### src/rtl/regs_pkg.sv
// Shared encodings and widths for the register-file writeback path.
package regs_pkg;

    localparam int unsigned THREAD_W = 5;
    localparam int unsigned CHAN_W   = 4;
    localparam int unsigned PTR_W    = 12;
    localparam int unsigned DATA_W   = 8;
    localparam int unsigned PC_W     = 12;
    localparam int unsigned PSEL_W   = 2;
    localparam int unsigned DST_W    = 2;

    // Pipeline destination encodings
    localparam logic [DST_W-1:0] DST_NONE = 2'd0;
    localparam logic [DST_W-1:0] DST_A    = 2'd1;
    localparam logic [DST_W-1:0] DST_B    = 2'd2;
    localparam logic [DST_W-1:0] DST_PTR  = 2'd3;

    // Channel request kinds
    localparam logic CKIND_CSB     = 1'b0;
    localparam logic CKIND_MEMPAGE = 1'b1;

    // One queued channel request
    typedef struct packed {
        logic              ckind;
        logic [CHAN_W-1:0] chanid;
        logic [DATA_W-1:0] data;
    } chan_req_t;

    // A pipeline write to A, B or a pointer occupies d8 and/or wchanid,
    // which the channel path also needs; a PC-only write does not.
    function automatic logic uses_chan_bus(input logic pv, input logic [DST_W-1:0] pdst);
        return pv && (pdst != DST_NONE);
    endfunction

endpackage

### src/rtl/wb_chan_fifo.sv
// Channel request queue: power-of-two depth, registered full/empty flags.
module wb_chan_fifo
    import regs_pkg::*;
#(
    parameter int unsigned DEPTH = 4
) (
    input  logic      clk,
    input  logic      rst_n,
    input  logic      push,
    input  chan_req_t push_data,
    input  logic      pop,
    output logic      full,
    output logic      empty,
    output logic      full_nxt_c,
    output chan_req_t head
);

    localparam int unsigned ADDR_W = (DEPTH > 1) ? $clog2(DEPTH) : 1;
    localparam int unsigned CNT_W  = $clog2(DEPTH + 1);

    logic [ADDR_W-1:0] wr_ptr;
    logic [ADDR_W-1:0] rd_ptr;
    logic [CNT_W-1:0]  count;
    logic [CNT_W-1:0]  count_nxt;
    logic              do_push;
    logic              do_pop;
    chan_req_t         mem [DEPTH];

    // A push into a full queue is only legal alongside a pop
    assign do_push = push && (!full || pop);
    assign do_pop  = pop && !empty;
    assign head    = mem[rd_ptr];

    // Occupancy after this edge
    always_comb begin
        count_nxt = count;
        case ({do_push, do_pop})
            2'b10:   count_nxt = count + CNT_W'(1);
            2'b01:   count_nxt = count - CNT_W'(1);
            default: count_nxt = count;
        endcase
        full_nxt_c = (count_nxt == CNT_W'(DEPTH));
    end

    // Pointers, count and flags; pointers wrap naturally at power-of-two depth
    always_ff @(posedge clk or negedge rst_n) begin
        if (!rst_n) begin
            wr_ptr <= '0;
            rd_ptr <= '0;
            count  <= '0;
            full   <= 1'b0;
            empty  <= 1'b1;
        end else begin
            if (do_push) wr_ptr <= wr_ptr + ADDR_W'(1);
            if (do_pop)  rd_ptr <= rd_ptr + ADDR_W'(1);
            count <= count_nxt;
            full  <= full_nxt_c;
            empty <= (count_nxt == '0);
        end
    end

    // Entry storage; contents are don't-care until written
    always_ff @(posedge clk) begin
        if (do_push) mem[wr_ptr] <= push_data;
    end

endmodule

### src/rtl/regs_writeback.sv
// Register-file writeback: merges pipeline writes with queued channel
// status/mempage updates, pipeline first, with a starvation stall.
module regs_writeback
    import regs_pkg::*;
#(
    parameter int unsigned FIFO_DEPTH   = 4,
    parameter int unsigned STARVE_LIMIT = 8
) (
    input  logic                clk,
    input  logic                rst_n,
    // pipeline side
    input  logic                pv,
    input  logic [THREAD_W-1:0] pthreadid,
    input  logic [CHAN_W-1:0]   pchanid,
    input  logic [DST_W-1:0]    pdst,
    input  logic [PSEL_W-1:0]   ppsel,
    input  logic [DATA_W-1:0]   pd8,
    input  logic [PTR_W-1:0]    pd12,
    input  logic                ppcen,
    input  logic [PC_W-1:0]     pdpc,
    output logic                pstall,
    // channel side
    input  logic                cvalid,
    output logic                cready,
    input  logic [CHAN_W-1:0]   cchanid,
    input  logic                ckind,
    input  logic [DATA_W-1:0]   cdata,
    // register-file write port
    output logic [THREAD_W-1:0] wthreadid,
    output logic [CHAN_W-1:0]   wchanid,
    output logic [DATA_W-1:0]   d8,
    output logic                wea,
    output logic                web,
    output logic [PTR_W-1:0]    d12,
    output logic [PSEL_W-1:0]   pselw,
    output logic                wep,
    output logic [PC_W-1:0]     dpc,
    output logic                wepc,
    output logic                wecsb,
    output logic                wemempage
);

    localparam int unsigned SCNT_W = $clog2(STARVE_LIMIT + 1);

    logic            blocked_c;
    logic            push_c;
    logic            pop_c;
    logic            fifo_full;
    logic            fifo_empty;
    logic            fifo_full_nxt_c;
    chan_req_t       push_req_c;
    chan_req_t       head_c;
    logic [SCNT_W-1:0] starve_cnt;

    assign blocked_c  = uses_chan_bus(pv, pdst);
    assign push_c     = cvalid && cready;
    assign pop_c      = !fifo_empty && !blocked_c;
    assign push_req_c = '{ckind: ckind, chanid: cchanid, data: cdata};

    wb_chan_fifo #(
        .DEPTH (FIFO_DEPTH)
    ) u_fifo (
        .clk        (clk),
        .rst_n      (rst_n),
        .push       (push_c),
        .push_data  (push_req_c),
        .pop        (pop_c),
        .full       (fifo_full),
        .empty      (fifo_empty),
        .full_nxt_c (fifo_full_nxt_c),
        .head       (head_c)
    );

    // cready tracks not-full after each edge; low throughout reset
    always_ff @(posedge clk or negedge rst_n) begin
        if (!rst_n) begin
            cready <= 1'b0;
        end else begin
            cready <= !fifo_full_nxt_c;
        end
    end

    // Starvation counter: full and blocked cycles, cleared by any pop
    always_ff @(posedge clk or negedge rst_n) begin
        if (!rst_n) begin
            starve_cnt <= '0;
            pstall     <= 1'b0;
        end else begin
            pstall <= 1'b0;
            if (pop_c) begin
                starve_cnt <= '0;
            end else if (fifo_full && blocked_c) begin
                if (starve_cnt == SCNT_W'(STARVE_LIMIT - 1)) begin
                    starve_cnt <= '0;
                    pstall     <= 1'b1;
                end else begin
                    starve_cnt <= starve_cnt + SCNT_W'(1);
                end
            end
        end
    end

    // Write port: enables pulse for one cycle, data/ids hold when unused
    always_ff @(posedge clk or negedge rst_n) begin
        if (!rst_n) begin
            wthreadid <= '0;
            wchanid   <= '0;
            d8        <= '0;
            d12       <= '0;
            pselw     <= '0;
            dpc       <= '0;
            wea       <= 1'b0;
            web       <= 1'b0;
            wep       <= 1'b0;
            wepc      <= 1'b0;
            wecsb     <= 1'b0;
            wemempage <= 1'b0;
        end else begin
            wea       <= 1'b0;
            web       <= 1'b0;
            wep       <= 1'b0;
            wepc      <= 1'b0;
            wecsb     <= 1'b0;
            wemempage <= 1'b0;
            if (pv) begin
                case (pdst)
                    DST_A: begin
                        wea       <= 1'b1;
                        d8        <= pd8;
                        wthreadid <= pthreadid;
                    end
                    DST_B: begin
                        web       <= 1'b1;
                        d8        <= pd8;
                        wthreadid <= pthreadid;
                    end
                    DST_PTR: begin
                        wep       <= 1'b1;
                        pselw     <= ppsel;
                        d12       <= pd12;
                        wthreadid <= pthreadid;
                        wchanid   <= pchanid;
                    end
                    default: ;
                endcase
                if (ppcen) begin
                    wepc <= 1'b1;
                    dpc  <= pdpc;
                end
            end
            // pop_c already excludes any cycle using d8 or wchanid
            if (pop_c) begin
                wecsb     <= (head_c.ckind == CKIND_CSB);
                wemempage <= (head_c.ckind == CKIND_MEMPAGE);
                d8        <= head_c.data;
                wchanid   <= head_c.chanid;
            end
        end
    end

endmodule

### config.mk
export PLATFORM = sky130hd
export DESIGN_NAME = regs_writeback
export DESIGN_NICKNAME = d
export VERILOG_FILES = /design/src/rtl/regs_pkg.sv /design/src/rtl/wb_chan_fifo.sv /design/src/rtl/regs_writeback.sv
export SDC_FILE = /design/constraint.sdc
export NUM_CORES = 1
export LEC_CHECK = 0
export ABC_AREA = 0
export ABC_CLOCK_PERIOD_IN_PS = 2650
export CAP_MARGIN = 25
export CORE_ASPECT_RATIO = 2
export CORE_MARGIN = 5
export CORE_UTILIZATION = 45
export CTS_CLUSTER_DIAMETER = 80
export DETAILED_ROUTE_END_ITERATION = 6
export PLACE_DENSITY_LB_ADDON = 0.2
export SYNTH_ARGS = -nofsm -noshare
export SYNTH_HDL_FRONTEND = slang
export SYNTH_SLANG_ARGS = --single-unit
### constraint.sdc
create_clock -name clk -period 2.65 [get_ports clk]
set_input_delay 0.3975 -clock clk [delete_from_list [all_inputs] [get_ports clk]]
set_output_delay 0.3975 -clock clk [all_outputs]
set_load 0.1 [all_outputs]
# Yosys cells after proc, flatten, opt, wreduce, memory -nomap -nowiden
# Memory sizes are Yosys's and may differ from the RTL's.
# Index checks and enable logic that the tools add are counted.
# word_totals
input_bits,63
elab_cells,83
ramBits,52
n_memories,1
register_bits,64
# memory_table
memory,depth,width,read_ports,rd_ports_with_merged_regs,wr,line,rtl
u_fifo.mem,4,13,1,0,1,wb_chan_fifo.sv:27,chan_req_t mem [DEPTH];
# op_classes
add_sub_neg,5
reduce_logical,24
mux,25
bitwise,1
eq_ne,7
# op_table
operator,count
$mux W4,6
$mux W8,3
$mux W1,15
$reduce_and A2 Y1,5
$reduce_bool A2 Y1,5
$eq A2 B2 Y1 const B,3
$logic_and A1 B1 Y1,6
$pmux W3 S2,1
$add A2 B1 Y2 const B,2
$add A4 B1 Y4 const B,1
$eq A2 B1 Y1 const B,2
$eq A4 B3 Y1 const B,1
$logic_not A1 Y1,4
$add A3 B1 Y3 const B,1
$eq A3 B3 Y1 const B,1
$logic_not A3 Y1,1
$reduce_or A3 Y1,1
$sub A3 B1 Y3 const B,1
$reduce_or A2 Y1,1
$logic_or A1 B1 Y1,1
$not A1 Y1,1

# Longest topological paths before layout
# Gate-level depths: netlist of run 1.
# depth
depth_word,10
depth_mapped,12
depth_no_buf,11

# By module
# A second synthesis of run 1 with hierarchy kept.
# unflattened
hier_cells,279
hier_area_um2,4704.5
# modules_own_cells
mod,seq_area_each_um2,cells_each,instances,area_each_um2
wb_chan_fifo,1788.0,114,1,2407.3
regs_writeback,1376.3,165,1,2297.2

# Least setup slack after synthesis of run 1
# OpenSTA, ideal clock, no wires.
# synth_timing
path_type,input port to flip-flop
start,in pdst[0]
end,reg cready
cell_stages,12
arrival_ns,2.448
path_buffers,1
slack_ns,0.083
path_cell_list,inv_1 -> ha_1 -> nand3b_2 -> and4_1 -> buf_2 -> inv_1 -> ha_1 -> inv_1 -> fa_1 -> xor2_1 -> xor2_1 -> o21a_1
# synth_via
elab_chain_cells,10
# synth_rtl
item,line,rtl
from (decl),regs_writeback.sv:15,"input logic [DST_W-1:0] pdst,"
$reduce_bool A2 Y1 (*),regs_pkg.sv:32,return pv && (pdst != DST_NONE);
$logic_and A1 B1 Y1 (*),regs_pkg.sv:32,
$logic_not A1 Y1 (*),regs_writeback.sv:57,assign pop_c = !fifo_empty && !blocked_c;
$logic_and A1 B1 Y1 (*),regs_writeback.sv:57,
$logic_or A1 B1 Y1,wb_chan_fifo.sv:30,assign do_push = push && (!full || pop);
$logic_and A1 B1 Y1,wb_chan_fifo.sv:30,
$eq A2 B1 Y1 or $eq A2 B2 Y1 (tied branches),wb_chan_fifo.sv:37,"case ({do_push, do_pop})"
$pmux W3 S2 (*),wb_chan_fifo.sv:37,
$eq A3 B3 Y1 (*),wb_chan_fifo.sv:42,full_nxt_c = (count_nxt == CNT_W'(DEPTH));
$logic_not A1 Y1 (*),regs_writeback.sv:79,cready <= !fifo_full_nxt_c;
to (signal assigned),regs_writeback.sv:79,
to (decl),regs_writeback.sv:24,"output logic cready,"
# Every way passes the cells marked *; elsewhere a longest branch is shown, timed or not.
# A chain may end at the register's enable or synchronous reset.

# Worst setup path after layout of run 1
# layout_timing
start,in pdst[1]
end,reg cready
# The elaborated chain is that of the path after synthesis.

==> out/metrics.yaml, run 1 <==
outcome: "finished, final reports clean"
hold_class: "primary input to register"
critical_path.n_buffers_inverters: 4
number_of_endpoints_with_negative_hold_slack_in_the_final_report: 0
placeableCoreArea_sq_mm: 0.01048
ioPinCount: 114
setup-violations-final: 0
ir_drop_mv: 0.8204
yosys.area.top_type_share: 0.3304
finalSetupTns_ps: 0
path_common_cell: "sky130_fd_sc_hd__inv_1"
fraction_of_the_yosys_area_taken_by_sequential_cells: 0.6633
cellPowerDensity_mw_per_mm2: 1220
timing.critical_path.max_delay_family: "adder cells"
dr.pass1.iters: 4
grt_pass1_wl_mm: 16.77
setup_repair_after_global_routing_missed_its_margin: "false"
initial_core_util: 0.4553
synthDistinctLibCells: 45
critical_path_required_ps: 2950
post_synth_and_or_nand_nor_area_fraction: 0.05271
tritoncts: "built"
critical_path_peak_fanout: 2
post-route-drc-count: 0
globalRoute.totalOverflow: 0
drt.antenna.violating_nets: 0
die_h_um: 155.6
yosys_register_bits: 116
async_reset_ff_frac: 0.5517
numCtsBuffers: 17
gpl.final_weighted_congestion: 0.7531
placedInstanceArea_sq_mm: 0.005948
yosys-mux-area-fraction: 0.1327
io_buffer_count: 113
worst_slew_pin_slew_ps: 739.0
syn-num-nets: 369
grt_start_max_net_pins: 29
hold-worst-slack_ps: 454.1
finalWorstPathRequiredPeriod_ps: 2452
finalCritPeriodShare: 0.9252
syn_area_sq_mm: 0.004771
placement_rows: 53
clk_transition_reported_paths_ps: 50
post_synth_main_area_contributors: "sky130_fd_sc_hd__dfrtp_1 (33%), sky130_fd_sc_hd__edfxtp_1 (33%), sky130_fd_sc_hd__mux2_2 (7.3%), sky130_fd_sc_hd__mux2i_1 (5.2%), sky130_fd_sc_hd__ha_1 (2.6%)"
clock_tree.root_cell: "sky130_fd_sc_hd__clkbuf_16"
synthFlopType: "sky130_fd_sc_hd__dfrtp_1"
cp.arrival_ps: 2750
drt_iter0_markers: 91
grt_usage: 0.1709
antenna_cells: 0
setup.worst_path.end_class: "register"
dominant_combinational_cell_family_by_area_after_synthesis: "multiplexers"
final_hpwl_dp_mm: 7.736
yosys_warnings: 0
finalPower_w: 0.008065
crit_chain: "clkdlybuf4s50_1, inv_1, ha_2, nand3b_2, and4_1, inv_1, ha_1, inv_1, fa_1, xor2_2, xor2_1, o21a_1"
layout-drive-gt1-share: 0.3318
maxSlewHeadroom: 0.5074
synth_edf_count: 52
final_cell_mix: "sky130_fd_sc_hd__buf_4 (65), sky130_fd_sc_hd__dfrtp_1 (63), sky130_fd_sc_hd__clkdlybuf4s50_1 (60), sky130_fd_sc_hd__edfxtp_1 (52), sky130_fd_sc_hd__mux2_2 (31)"
mostFrequentLayoutCell: "sky130_fd_sc_hd__buf_4"
synth-compound-area-share: 0.07710
first_global_vias: 3081
max-clock-path-buffers: 2
path_class: "primary input to register"
slowest_delay_ps: 480
critPathLaunchType: "primary input"
crit_slowest_cell: "sky130_fd_sc_hd__clkdlybuf4s50_1"
clock_sinks: 116
number_of_instances_in_the_synthesized_netlist: 295
drv.max_cap_violation_count: 0
layout.cell_area.non_filler_sq_mm: 0.006611
area_delta_synth_final_pct: 38.58
detail_route.wl_per_cell_um: 18.14
fin_worst_skew_ps: 9.714
die_w_um: 82.81
slew_viol_final: 0
design.final.nets: 501
synth_xor_xnor_area_share: 0.01469
achievable_frequency_ghz: 0.4079
htreeDepth: 4
clock_latency_ps: 410
totalWireLength_mm: 10.46
mapped_avg_cell_area_sq_um: 16.17
synth_fa_ha_area_frac: 0.03042
vias: 2919
post_synthesis_cell_type_with_the_largest_combined_area: "sky130_fd_sc_hd__dfrtp_1"
p_leak_nw: 2.772
number_of_antenna_violations_at_the_first_check_in_global_routing: 0
routed_via_density: 5.059
die_outline_area_sq_mm: 0.01289
## stage by stage
step | cells | setup slack, ps | util
final | 577 | 198.2 | 0.6310
after CTS | 577 | 93.40 | 0.6298
after floorplan | 295 | 83.23 | -
after detailed placement | 544 | -324.1 | 0.5677
after global routing | 577 | 40.37 | 0.6310
after global placement | 544 | -305.7 | 0.5677
## cell families after synthesis
| family | count (synthesis) |
|---|---|
| muxes | 58 |
| DFF | 116 |
| and+or+nand+nor | 41 |
| xor gates and xnor gates | 8 |
| buffers and inverters | 26 |
| adders and majority gates | 11 |
| AOI/OAI and AO/OA | 35 |
## layout make-up
class / count / area [sq um]
clock inverter: 11 / 180.2
inverter: 11 / 41.29
multi-input combinational: 153 / 1478
sequential: 116 / 3164
tap: 137 / 171.4
timing repair buffer: 128 / 1116
fill: 826 / 3866
clock buffer: 21 / 460.4
## worst min-delay path, cell delays in order
cell,delay (ps)
sky130_fd_sc_hd__dlymetal6s2s_1,130
sky130_fd_sc_hd__ha_1,170
sky130_fd_sc_hd__and2_1,120
## path summary, 6_finish.rpt
| check | endpoint | start | cells past startpoint | slack [ps] |
|---|---|---|---|---|
| hold reg to reg | starve_cnt[2]$_DFFE_PN0P_ | starve_cnt[2]$_DFFE_PN0P_ | 1 | 500 |
| setup / recovery | cready$_DFF_PN0_ | pdst[1] | 12 | 200 |
| max in group asynchronous | u_fifo.empty$_DFF_PN1_ | rst_n | 3 | 1320 |
| min in group asynchronous | d12[0]$_DFFE_PN0P_ | rst_n | 2 | 530 |
| hold / removal | wea$_DFF_PN0_ | pdst[0] | 3 | 450 |
| setup reg to reg | cready$_DFF_PN0_ | u_fifo.empty$_DFF_PN1_ | 9 | 460 |
## registers in the layout (all words and copies together), names as in the netlist, 3 cells and up
signal        count
dpc              12
u_fifo.mem       52
starve_cnt        4
wthreadid         5
u_fifo.count      3
wchanid           4
d8                8
d12              12
## where the power goes
| part | switching [W] | internal (W) |
|---|---|---|
| Sequential | 0.000226 | 0.00232 |
| Combinational | 0.00221 | 0.000862 |
| Clock | 0.000748 | 0.00170 |
| Total | 0.00318 | 0.00489 |
## repair_timing
item                                    in CTS  in global routing
buffers inserted                             0                  0
gates resized for setup                      0                  3
endpoints found under the setup margin       0                  4
hold buffers                                 1                  0
hold endpoints to repair                     4                  0
## metal layers
metal  track usage  part of all wire  vias to the layer above
met3       0.04757             0.038                       15
met4       0.07716             0.016                        0
li1              -                 -                     1365
met1        0.1743              0.37                     1454
met5             0                 0                        -
met2        0.3197              0.58                       85
## synth_stat cells, drive strengths merged (3+ instances only)
| cell | number |
|---|---|
| dfrtp | 63 |
| edfxtp | 52 |
| mux2 | 32 |
| mux2i | 25 |
| buf | 13 |
| nor2b | 13 |
| a2111oi | 12 |
| a221oi | 12 |
| inv | 11 |
| ha | 10 |
| and2 | 7 |
| nand2 | 7 |
| o21ai | 4 |
| xnor2 | 4 |
| xor2 | 4 |
| nand3 | 3 |
| nor2 | 3 |
No activity file was read; power rests on OpenSTA's default activity.
==> run 2, diff against run 1 <==
- ABC_AREA: 0 -> default
- REMOVE_ABC_BUFFERS: default -> 1
==> out/metrics.yaml, run 2 (synthesis results as in run 1) <==
outcome: "finished, final reports clean"
final_util: 0.6271
achievable_frequency_ghz: 0.3978
slew_viol_final: 0
placeableCoreArea_sq_mm: 0.01048
ioPinCount: 114
finalWorstPathRequiredPeriod_ps: 2514
critPathLaunchType: "primary input"
setup.worst_path.end_class: "register"
ir_drop_mv: 1.098
maxSlewHeadroom: 0.4693
layout-drive-gt1-share: 0.3349
grt_usage: 0.1655
antenna_cells: 0
post-route-drc-count: 0
io_buffer_count: 113
tritoncts: "built"
setup-violations-final: 0
die_outline_area_sq_mm: 0.01289
detail_route.wl_per_cell_um: 17.73
htreeDepth: 4
gpl.final_weighted_congestion: 0.7459
numCtsBuffers: 17
max-clock-path-buffers: 2
design.final.nets: 500
postCtsHoldBufs: 0
die_w_um: 82.81
n_fill_cell: 859
registers.top_by_ff_count: "u_fifo.mem"
grt_start_max_net_pins: 41
drv.max_cap_violation_count: 0
initial_core_util: 0.4553
largest_register_ffs: 52
number_of_endpoints_with_negative_hold_slack_in_the_final_report: 0
clock_tree.root_cell: "sky130_fd_sc_hd__clkbuf_16"
worst_slew_pin_slew_ps: 796.1
worst_r2r_path_depth: 10
clk_transition_reported_paths_ps: 50
drt.antenna.violating_nets: 0
critical_path_peak_fanout: 2
number_of_antenna_violations_at_the_first_check_in_global_routing: 0
cellPowerDensity_mw_per_mm2: 1200
die_h_um: 155.6
crit-reg2reg-launch: "u_fifo.empty$_DFF_PN1_"
p_leak_nw: 2.750
path_class: "primary input to register"
clock_sinks: 116
finalCritPeriodShare: 0.9486
critical_path_required_ps: 2970
largest_registers_ranked_by_flip_flop_count: "u_fifo.mem x52, d12 x12, dpc x12"
globalRoute.totalOverflow: 0
crit_path_start: "pdst[0]"
regArea_sq_mm: 0.003164
first_global_vias: 3194
placement_rows: 53
totalWireLength_mm: 10.21
clock_latency_ps: 400
area_delta_synth_final_pct: 37.71
area_taken_by_multi_input_logic_gates_sq_mm: 0.001478
dr.pass1.iters: 4
vias: 2921
drt_iter0_markers: 81
final_hpwl_dp_mm: 7.111
finalSetupTns_ps: 0
grt_pass1_wl_mm: 16.35
placedInstanceArea_sq_mm: 0.005961
routed_via_density: 5.071
hold_class: "primary input to asynchronous set/reset pin"
layout.cell_area.non_filler_sq_mm: 0.006570
mostFrequentLayoutCell: "sky130_fd_sc_hd__buf_4"
cp.arrival_ps: 2830
final_cell_mix: "sky130_fd_sc_hd__buf_4 (64), sky130_fd_sc_hd__dfrtp_1 (63), sky130_fd_sc_hd__clkdlybuf4s50_1 (61), sky130_fd_sc_hd__edfxtp_1 (52), sky130_fd_sc_hd__mux2_2 (31)"
fin_worst_skew_ps: 6.595
## run 2: timing repair
action | CTS | global route
setup endpoints to repair | 0 | 3
setup buffers | 0 | 0
gates resized for setup | 0 | 2
## run 2: final timing paths
check	to	slack, ps
setup reg to reg	u_fifo.empty$_DFF_PN1_	470
min in group clk	dpc[2]$_DFFE_PN0P_	500
hold reg to reg	dpc[2]$_DFFE_PN0P_	500
max in group asynchronous	u_fifo.empty$_DFF_PN1_	1930
setup / recovery	u_fifo.empty$_DFF_PN1_	140
hold / removal	wthreadid[2]$_DFFE_PN0P_	20
## run 2: per-stage QoR
step / worst slack [ps] / hold slack [ps] / cells / power [W]
after detailed placement: -321.7 / 458.2 / 544 / 0.005673
final: 136.2 / 20.60 / 576 / 0.007886
after global placement: -296.9 / 455.4 / 544 / 0.005597
after floorplan: -188.2 / 101.9 / 280 / 0.004834
after CTS: 82.29 / 28.36 / 576 / 0.007955
after global routing: -0.7456 / 64.34 / 576 / 0.008232
## run 2: final cells by class
type | count | area share
Timing Repair Buffer | 127 | 0.1699
Sequential cell | 116 | 0.4816
Clock buffer | 23 | 0.07618
Clock inverter | 9 | 0.01504
Inverter | 11 | 0.006285
Tap cell | 137 | 0.02609
Multi-Input combinational cell | 153 | 0.2249
## run 2: critical path, cell delays in order
cell,delay [ps]
sky130_fd_sc_hd__clkdlybuf4s50_1,490
sky130_fd_sc_hd__inv_1,70
sky130_fd_sc_hd__ha_1,240
sky130_fd_sc_hd__nand3b_2,220
sky130_fd_sc_hd__and4_1,210
sky130_fd_sc_hd__inv_1,60
sky130_fd_sc_hd__ha_1,160
sky130_fd_sc_hd__inv_1,60
sky130_fd_sc_hd__fa_2,360
sky130_fd_sc_hd__xor2_2,170
sky130_fd_sc_hd__buf_4,140
sky130_fd_sc_hd__xnor2_1,110
sky130_fd_sc_hd__o22ai_1,160
## run 2: where the power goes
part / switching [W] / total [W] / internal [W]
combinational: 0.00224 / 0.00311 / 0.000869
clock: 0.000742 / 0.00225 / 0.00151
sequential: 0.000204 / 0.00252 / 0.00232
## run 2: layer usage
| layer | vias up | wire length [um] | global-route usage |
|---|---|---|---|
| li1 | 1367 | - | - |
| met1 | 1463 | 3761 | 0.1667 |
| met2 | 81 | 5854 | 0.3120 |
| met3 | 10 | 444 | 0.04704 |
| met4 | 0 | 149 | 0.07327 |
| met5 | - | 0 | 0 |
==> run 3, diff against run 2 <==
- CAP_MARGIN: 25 -> 20
==> results of run 3 <==
Same layout as run 2: the final DEF is identical, and so are final timing and power.
